--- src/rtl/uart_tx.sv ---
// 8N1 UART transmitter with internal baud counter; optional parity bit under `UART_TX_PARITY_EN`.
// Latency: start bit on tx one cycle after handshake; ready returns 10*DIV (11*DIV with parity) cycles later.
// Backpressure: ready is low for the whole frame; valid/data are ignored until the first IDLE cycle.
module uart_tx #(
  parameter int CLK_FREQ   = 12000000,
  parameter int BAUD_RATE  = 9600,
  parameter int PARITY_ODD = 0
) (
  input  logic       clk,
  input  logic       rst,
  input  logic [7:0] data,
  input  logic       valid,
  output logic       ready,
  output logic       busy,
  output logic       tx
);

  localparam int DIV   = CLK_FREQ / BAUD_RATE;
  localparam int CNT_W = (DIV < 2) ? 1 : $clog2(DIV);
  localparam logic [CNT_W-1:0] CNT_LAST = CNT_W'(DIV - 1);

  generate
    if (DIV < 2) begin : g_div_chk
      $error("uart_tx: CLK_FREQ / BAUD_RATE must be at least 2");
    end
    if (PARITY_ODD != 0 && PARITY_ODD != 1) begin : g_par_chk
      $error("uart_tx: PARITY_ODD must be 0 or 1");
    end
  endgenerate

  typedef enum logic [2:0] {
    IDLE   = 3'd0,
    START  = 3'd1,
    DATA   = 3'd2,
`ifdef UART_TX_PARITY_EN
    PARITY = 3'd4,
`endif
    STOP   = 3'd3
  } state_t;

  state_t           state_q, state_d;
  logic [CNT_W-1:0] cnt_q, cnt_d;
  logic [7:0]       shift_q, shift_d;
  logic [2:0]       idx_q, idx_d;
  logic             tx_q, tx_d;
  logic             ready_q, ready_d;
  logic             busy_q, busy_d;
  logic             bit_done;

  assign bit_done = (cnt_q == CNT_LAST);

  always_ff @(posedge clk or negedge rst) begin
    if (!rst) begin
      state_q <= IDLE;
      cnt_q   <= '0;
      shift_q <= '0;
      idx_q   <= '0;
      tx_q    <= 1'b1;
      ready_q <= 1'b1;
      busy_q  <= 1'b0;
    end else begin
      state_q <= state_d;
      cnt_q   <= cnt_d;
      shift_q <= shift_d;
      idx_q   <= idx_d;
      tx_q    <= tx_d;
      ready_q <= ready_d;
      busy_q  <= busy_d;
    end
  end

  // Outputs are computed one cycle ahead so tx/ready/busy come straight from flops.
  always_comb begin
    state_d = state_q;
    cnt_d   = bit_done ? '0 : cnt_q + 1'b1;
    shift_d = shift_q;
    idx_d   = idx_q;
    tx_d    = tx_q;
    ready_d = ready_q;
    busy_d  = busy_q;
    case (state_q)
      IDLE: begin
        cnt_d   = '0;
        tx_d    = 1'b1;
        ready_d = 1'b1;
        busy_d  = 1'b0;
        if (valid && ready_q) begin
          shift_d = data;
          idx_d   = '0;
          state_d = START;
          tx_d    = 1'b0;
          ready_d = 1'b0;
          busy_d  = 1'b1;
        end
      end
      START: begin
        if (bit_done) begin
          state_d = DATA;
          idx_d   = '0;
          tx_d    = shift_q[0];
        end
      end
      DATA: begin
        if (bit_done) begin
          if (idx_q == 3'd7) begin
`ifdef UART_TX_PARITY_EN
            state_d = PARITY;
            tx_d    = (^shift_q) ^ PARITY_ODD[0];
`else
            state_d = STOP;
            tx_d    = 1'b1;
`endif
          end else begin
            idx_d = idx_q + 3'd1;
            tx_d  = shift_q[idx_q + 3'd1];
          end
        end
      end
`ifdef UART_TX_PARITY_EN
      PARITY: begin
        if (bit_done) begin
          state_d = STOP;
          tx_d    = 1'b1;
        end
      end
`endif
      STOP: begin
        tx_d = 1'b1;
        if (bit_done) begin
          state_d = IDLE;
          ready_d = 1'b1;
          busy_d  = 1'b0;
        end
      end
      default: begin
        state_d = IDLE;
        cnt_d   = '0;
        tx_d    = 1'b1;
        ready_d = 1'b1;
        busy_d  = 1'b0;
      end
    endcase
  end

  assign tx    = tx_q;
  assign ready = ready_q;
  assign busy  = busy_q;

endmodule
--- config.mk ---
export PLATFORM = sky130hd
export DESIGN_NAME = uart_tx
export DESIGN_NICKNAME = d
export VERILOG_FILES = /design/src/rtl/uart_tx.sv
export SDC_FILE = /design/constraint.sdc
export NUM_CORES = 1
export LEC_CHECK = 0
export BUFFER_PORTS_ARGS = -buffer_cell sky130_fd_sc_hd__buf_4
export CAP_MARGIN = 20
export CORE_ASPECT_RATIO = 0.7
export CORE_MARGIN = 3
export CORE_UTILIZATION = 25
export CTS_CLUSTER_DIAMETER = 30
export DETAILED_ROUTE_END_ITERATION = 6
export SLEW_MARGIN = 10
export SYNTH_ARGS = -nofsm -noshare
export SYNTH_HDL_FRONTEND = slang
export SYNTH_SLANG_ARGS = --single-unit
--- constraint.sdc ---
create_clock -name clk -period 3.85 [get_ports clk]
set_input_delay 0.385 -clock clk [delete_from_list [all_inputs] [get_ports clk]]
set_output_delay 0.385 -clock clk [all_outputs]
set_load 0.01 [all_outputs]
==> impl_metrics.prom <==
# TYPE chip_impl_metric gauge
chip_impl_info{name="slowest_stage",value="sky130_fd_sc_hd__mux4_1"} 1
chip_impl_metric{name="drt_initial_violations",unit=""} 54
chip_impl_metric{name="grt_first_pass_wirelength",unit="um"} 4436
chip_impl_metric{name="timing.final.hold_violations",unit=""} 0
chip_impl_metric{name="route.antenna.remaining_nets",unit=""} 0
chip_impl_metric{name="critical_path.n_buffers_inverters",unit=""} 0
chip_impl_metric{name="die_area",unit="sq um"} 6570
chip_impl_metric{name="dpl_cell_area",unit="sq um"} 1582
chip_impl_metric{name="grt_start_max_net_pins",unit=""} 28
chip_impl_metric{name="crit_path_max_fanout",unit=""} 5
chip_impl_metric{name="total_switching_power",unit="uW"} 95.53
chip_impl_metric{name="syn_area",unit="sq um"} 1405
chip_impl_metric{name="num_clock_sinks",unit=""} 27
chip_impl_metric{name="report.final.setup_viol",unit=""} 0
chip_impl_metric{name="period_share",unit="%"} 56.45
chip_impl_metric{name="place.port_buffers",unit=""} 13
chip_impl_metric{name="max_stage_delay",unit="ns"} 0.58
chip_impl_metric{name="asyncSetResetFlopFracSynth",unit="%"} 100.0
chip_impl_metric{name="antenna_found_initial",unit=""} 0
chip_impl_info{name="hold_class",value="in2async"} 1
chip_impl_metric{name="pwr_density_cell",unit="nW/um^2"} 282.6
chip_impl_metric{name="clock_power_share",unit="%"} 35.4
chip_impl_metric{name="grt_overflow",unit=""} 0
chip_impl_metric{name="fmaxAchievable",unit="MHz"} 460.1
chip_impl_info{name="grt_setup_unrepaired",value="no"} 1
chip_impl_metric{name="drcViolationCount",unit=""} 0
chip_impl_metric{name="skew",unit="ns"} 0.001013
chip_impl_info{name="status",value="finished, final reports clean"} 1
chip_impl_info{name="synth_top_flop_cell",value="sky130_fd_sc_hd__dfrtp_1"} 1
chip_impl_metric{name="syn_avg_cell_area",unit="sq um"} 11.81
chip_impl_metric{name="synth_warnings",unit=""} 0
chip_impl_metric{name="worst_pin_slew",unit="ns"} 0.4730
chip_impl_metric{name="place_congestion",unit=""} 0.7884
chip_impl_metric{name="area_delta_synth_final",unit="%"} 15.76
chip_impl_metric{name="setup.reg_to_reg.worst_slack",unit="ns"} 1.68
chip_impl_metric{name="switching_share",unit="%"} 20.78
chip_impl_metric{name="drt-total-wl",unit="um"} 2592
chip_impl_metric{name="vdd_ir_drop_max",unit="V"} 0.0001381
chip_impl_metric{name="leakage",unit="uW"} 0.0007216
chip_impl_metric{name="wl_per_cell",unit="um"} 12.58
chip_impl_metric{name="tritoncts.num_buffers",unit=""} 3
chip_impl_metric{name="netlist-cell-type-count",unit=""} 34
chip_impl_metric{name="nNetsFinal",unit=""} 155
chip_impl_info{name="root_buffer",value="sky130_fd_sc_hd__clkbuf_8"} 1
chip_impl_info{name="ys_top_cells_by_area",value="sky130_fd_sc_hd__dfrtp_1, sky130_fd_sc_hd__ha_1, sky130_fd_sc_hd__mux2_2"} 1
chip_impl_info{name="cp_top_family",value="multiplexers"} 1
chip_impl_metric{name="number_of_top_level_design_ports",unit=""} 14
chip_impl_info{name="cts_tree",value="done"} 1
chip_impl_metric{name="arrival",unit="ns"} 2.37
chip_impl_info{name="timing.critical_path.cells",value="ha_1, mux4_1, mux2_2, a2111oi_2, a21oi_1"} 1
chip_impl_metric{name="vias",unit=""} 935
chip_impl_metric{name="grtUsageTotal",unit="%"} 8.790
chip_impl_metric{name="detail_route.vias_per_cell",unit=""} 4.539
chip_impl_metric{name="row_count",unit=""} 22
chip_impl_metric{name="synthesized_flop_and_latch_total",unit=""} 27
chip_impl_metric{name="synth_largest_type_area_fraction",unit="%"} 44.52
chip_impl_metric{name="die_w",unit="um"} 95.61
chip_impl_metric{name="vert_die_dim",unit="um"} 68.73
chip_impl_metric{name="initial_utilization",unit="%"} 26.31
chip_impl_metric{name="pre_cts_slack",unit="ns"} 1.705
chip_impl_metric{name="cts_post_setup_buffers_inserted",unit=""} 0
chip_impl_metric{name="min_period",unit="ns"} 2.173
chip_impl_metric{name="finalMaxSlewViolations",unit=""} 0
chip_impl_metric{name="antenna_cells_inserted",unit=""} 0
chip_impl_metric{name="cts_htree_levels",unit=""} 1
chip_impl_metric{name="worstPathRequired",unit="ns"} 4.05
chip_impl_metric{name="first_global_vias",unit=""} 873
chip_impl_metric{name="first_pass_iters",unit=""} 4
chip_impl_info{name="criticalPathCategory",value="reg2reg"} 1
chip_impl_metric{name="clk-insertion-delay-late",unit="ns"} 0.27
chip_impl_metric{name="drv_cap",unit=""} 0
chip_impl_metric{name="fin_util",unit="%"} 30.46
chip_impl_metric{name="postLayoutSetupSlackWorst",unit="ns"} 1.677
chip_impl_metric{name="clk_pin_slew",unit="ns"} 0.09
chip_impl_metric{name="max-clock-path-buffers",unit=""} 2
chip_impl_metric{name="cellInternalPower",unit="uW"} 364.1
chip_impl_metric{name="slew_headroom",unit="%"} 68.32
chip_impl_metric{name="design.core.area",unit="sq um"} 5340
chip_impl_metric{name="timing.setup.tns",unit="ns"} 0
chip_impl_metric{name="net_count_synth",unit=""} 139
chip_impl_metric{name="cts-resized-gates",unit=""} 0
chip_impl_info{name="yosysTopAreaCell",value="sky130_fd_sc_hd__dfrtp_1"} 1
chip_impl_metric{name="synth_edf_count",unit=""} 0
chip_impl_metric{name="comb_power_share",unit="%"} 2.9
chip_impl_info{name="worst_setup_path_end_kind",value="flip-flop"} 1
chip_impl_metric{name="final_layout_size_suffix_gt1_share",unit="%"} 22.39
chip_impl_metric{name="stdcell_area",unit="sq um"} 1627
chip_impl_metric{name="seq_power_share",unit="%"} 61.7
chip_impl_metric{name="yosysSeqAreaShare",unit="%"} 48.26
chip_impl_metric{name="ctsHoldBuffers",unit=""} 0
chip_impl_metric{name="number_of_instances_in_the_synthesized_netlist",unit=""} 119
chip_impl_metric{name="detailed_place_hpwl",unit="um"} 1894
chip_impl_info{name="critPathLaunchType",value="flip-flop"} 1
sequential cells by signal, summed over array words and instances, names as in the netlist:
signal / cells
cnt_q: 11
busy: 1
tx: 1
idx_q: 3
state_q: 2
shift_q: 8
ready: 1
per-layer routing:
metal,up-vias,global-route usage (%),wire length [um]
met1,458,13.65,1456
met5,-,0,0
met4,0,1.064,0
li1,460,-,-
met2,17,11.86,1021
met3,0,2.928,113
power by group through the flow:
| stage | Clock, uW | Combinational, uW | Sequential (uW) |
|---|---|---|---|
| finish | 163 | 13.2 | 283 |
| global route | 179 | 15.3 | 284 |
| CTS | 168 | 13.9 | 283 |
| detailed placement | 0 | 13.8 | 289 |
| global placement | 0 | 13.9 | 289 |
| floorplan | 0 | 0.0969 | 289 |
cells in the mapped netlist (3+ instances only):
cell type                  instances
sky130_fd_sc_hd__nand2_1           6
sky130_fd_sc_hd__mux2_2            9
sky130_fd_sc_hd__ha_1              9
sky130_fd_sc_hd__dfrtp_1          25
sky130_fd_sc_hd__nand3_1           6
sky130_fd_sc_hd__o21ai_0           3
sky130_fd_sc_hd__xor2_1            8
sky130_fd_sc_hd__nor2_1           12
sky130_fd_sc_hd__inv_1             4
sky130_fd_sc_hd__a21oi_1           3
sky130_fd_sc_hd__nand4_1           3
sky130_fd_sc_hd__o211ai_1          3
worst register-to-register path: cells and delay by family, from the launching register on:
family                     cells  cell delay [ns]
AOI/OAI and AO/OA              2             0.44
adders and majority gates      1             0.37
DFF                            1             0.43
muxes                          2             0.87
cells in the final DEF (no fill, tap or decap), types with 3 or more instances in the layout:
cell type	netlist	routed
sky130_fd_sc_hd__clkbuf_8	0	3
sky130_fd_sc_hd__buf_4	1	13
sky130_fd_sc_hd__o21ai_0	3	3
sky130_fd_sc_hd__nand4_1	3	3
sky130_fd_sc_hd__dfrtp_1	25	25
sky130_fd_sc_hd__ha_1	9	9
sky130_fd_sc_hd__xor2_1	8	8
sky130_fd_sc_hd__inv_1	4	4
sky130_fd_sc_hd__nor2_1	12	12
sky130_fd_sc_hd__a21oi_1	3	3
sky130_fd_sc_hd__o211ai_1	3	3
sky130_fd_sc_hd__nand2_1	6	6
sky130_fd_sc_hd__nand3_1	6	6
sky130_fd_sc_hd__mux2_2	9	9
area by class of cell:
type	count	area, sq um
repair buffers	13	97.59
flip-flops and latches	27	678.2
clock buffers	4	45.04
inverters	4	15.01
well taps	72	90.09
multi-input cells	86	700.7
fillers	562	3714
stage by stage:
stage	hold WS, ns	power, uW	cells
floorplan	0.08941	289.2	119
finish	0.009409	459.6	206
global placement	0.3297	302.9	202
global route	0.02985	477.7	206
detailed placement	0.3262	302.8	202
CTS	0.02709	465.4	206
cells by family after synthesis:
kind of cell / share of synthesized area [%]
AOI/OAI and AO/OA: 7.747
xor gates and xnor gates: 5.610
adders and majority gates: 8.014
buffers and inverters: 1.870
DFF: 48.26
muxes: 13.98
and+or+nand+nor: 14.52
worst paths after layout:
| kind | depth (start not counted) | startpoint | end |
|---|---|---|---|
| hold / removal | 1 | rst | idx_q[0]$_DFFE_PN0P_ |
| max in group asynchronous | 1 | rst | ready$_DFFE_PN1P_ |
| hold reg to reg | 1 | shift_q[7]$_DFFE_PN0P_ | shift_q[7]$_DFFE_PN0P_ |
| min in group clk | 2 | data[7] | shift_q[7]$_DFFE_PN0P_ |
| setup / recovery | 5 | idx_q[0]$_DFFE_PN0P_ | tx$_DFFE_PN1P_ |
| setup reg to reg | 5 | idx_q[0]$_DFFE_PN0P_ | tx$_DFFE_PN1P_ |
Note: power is estimated with default switching activity, not from simulation.
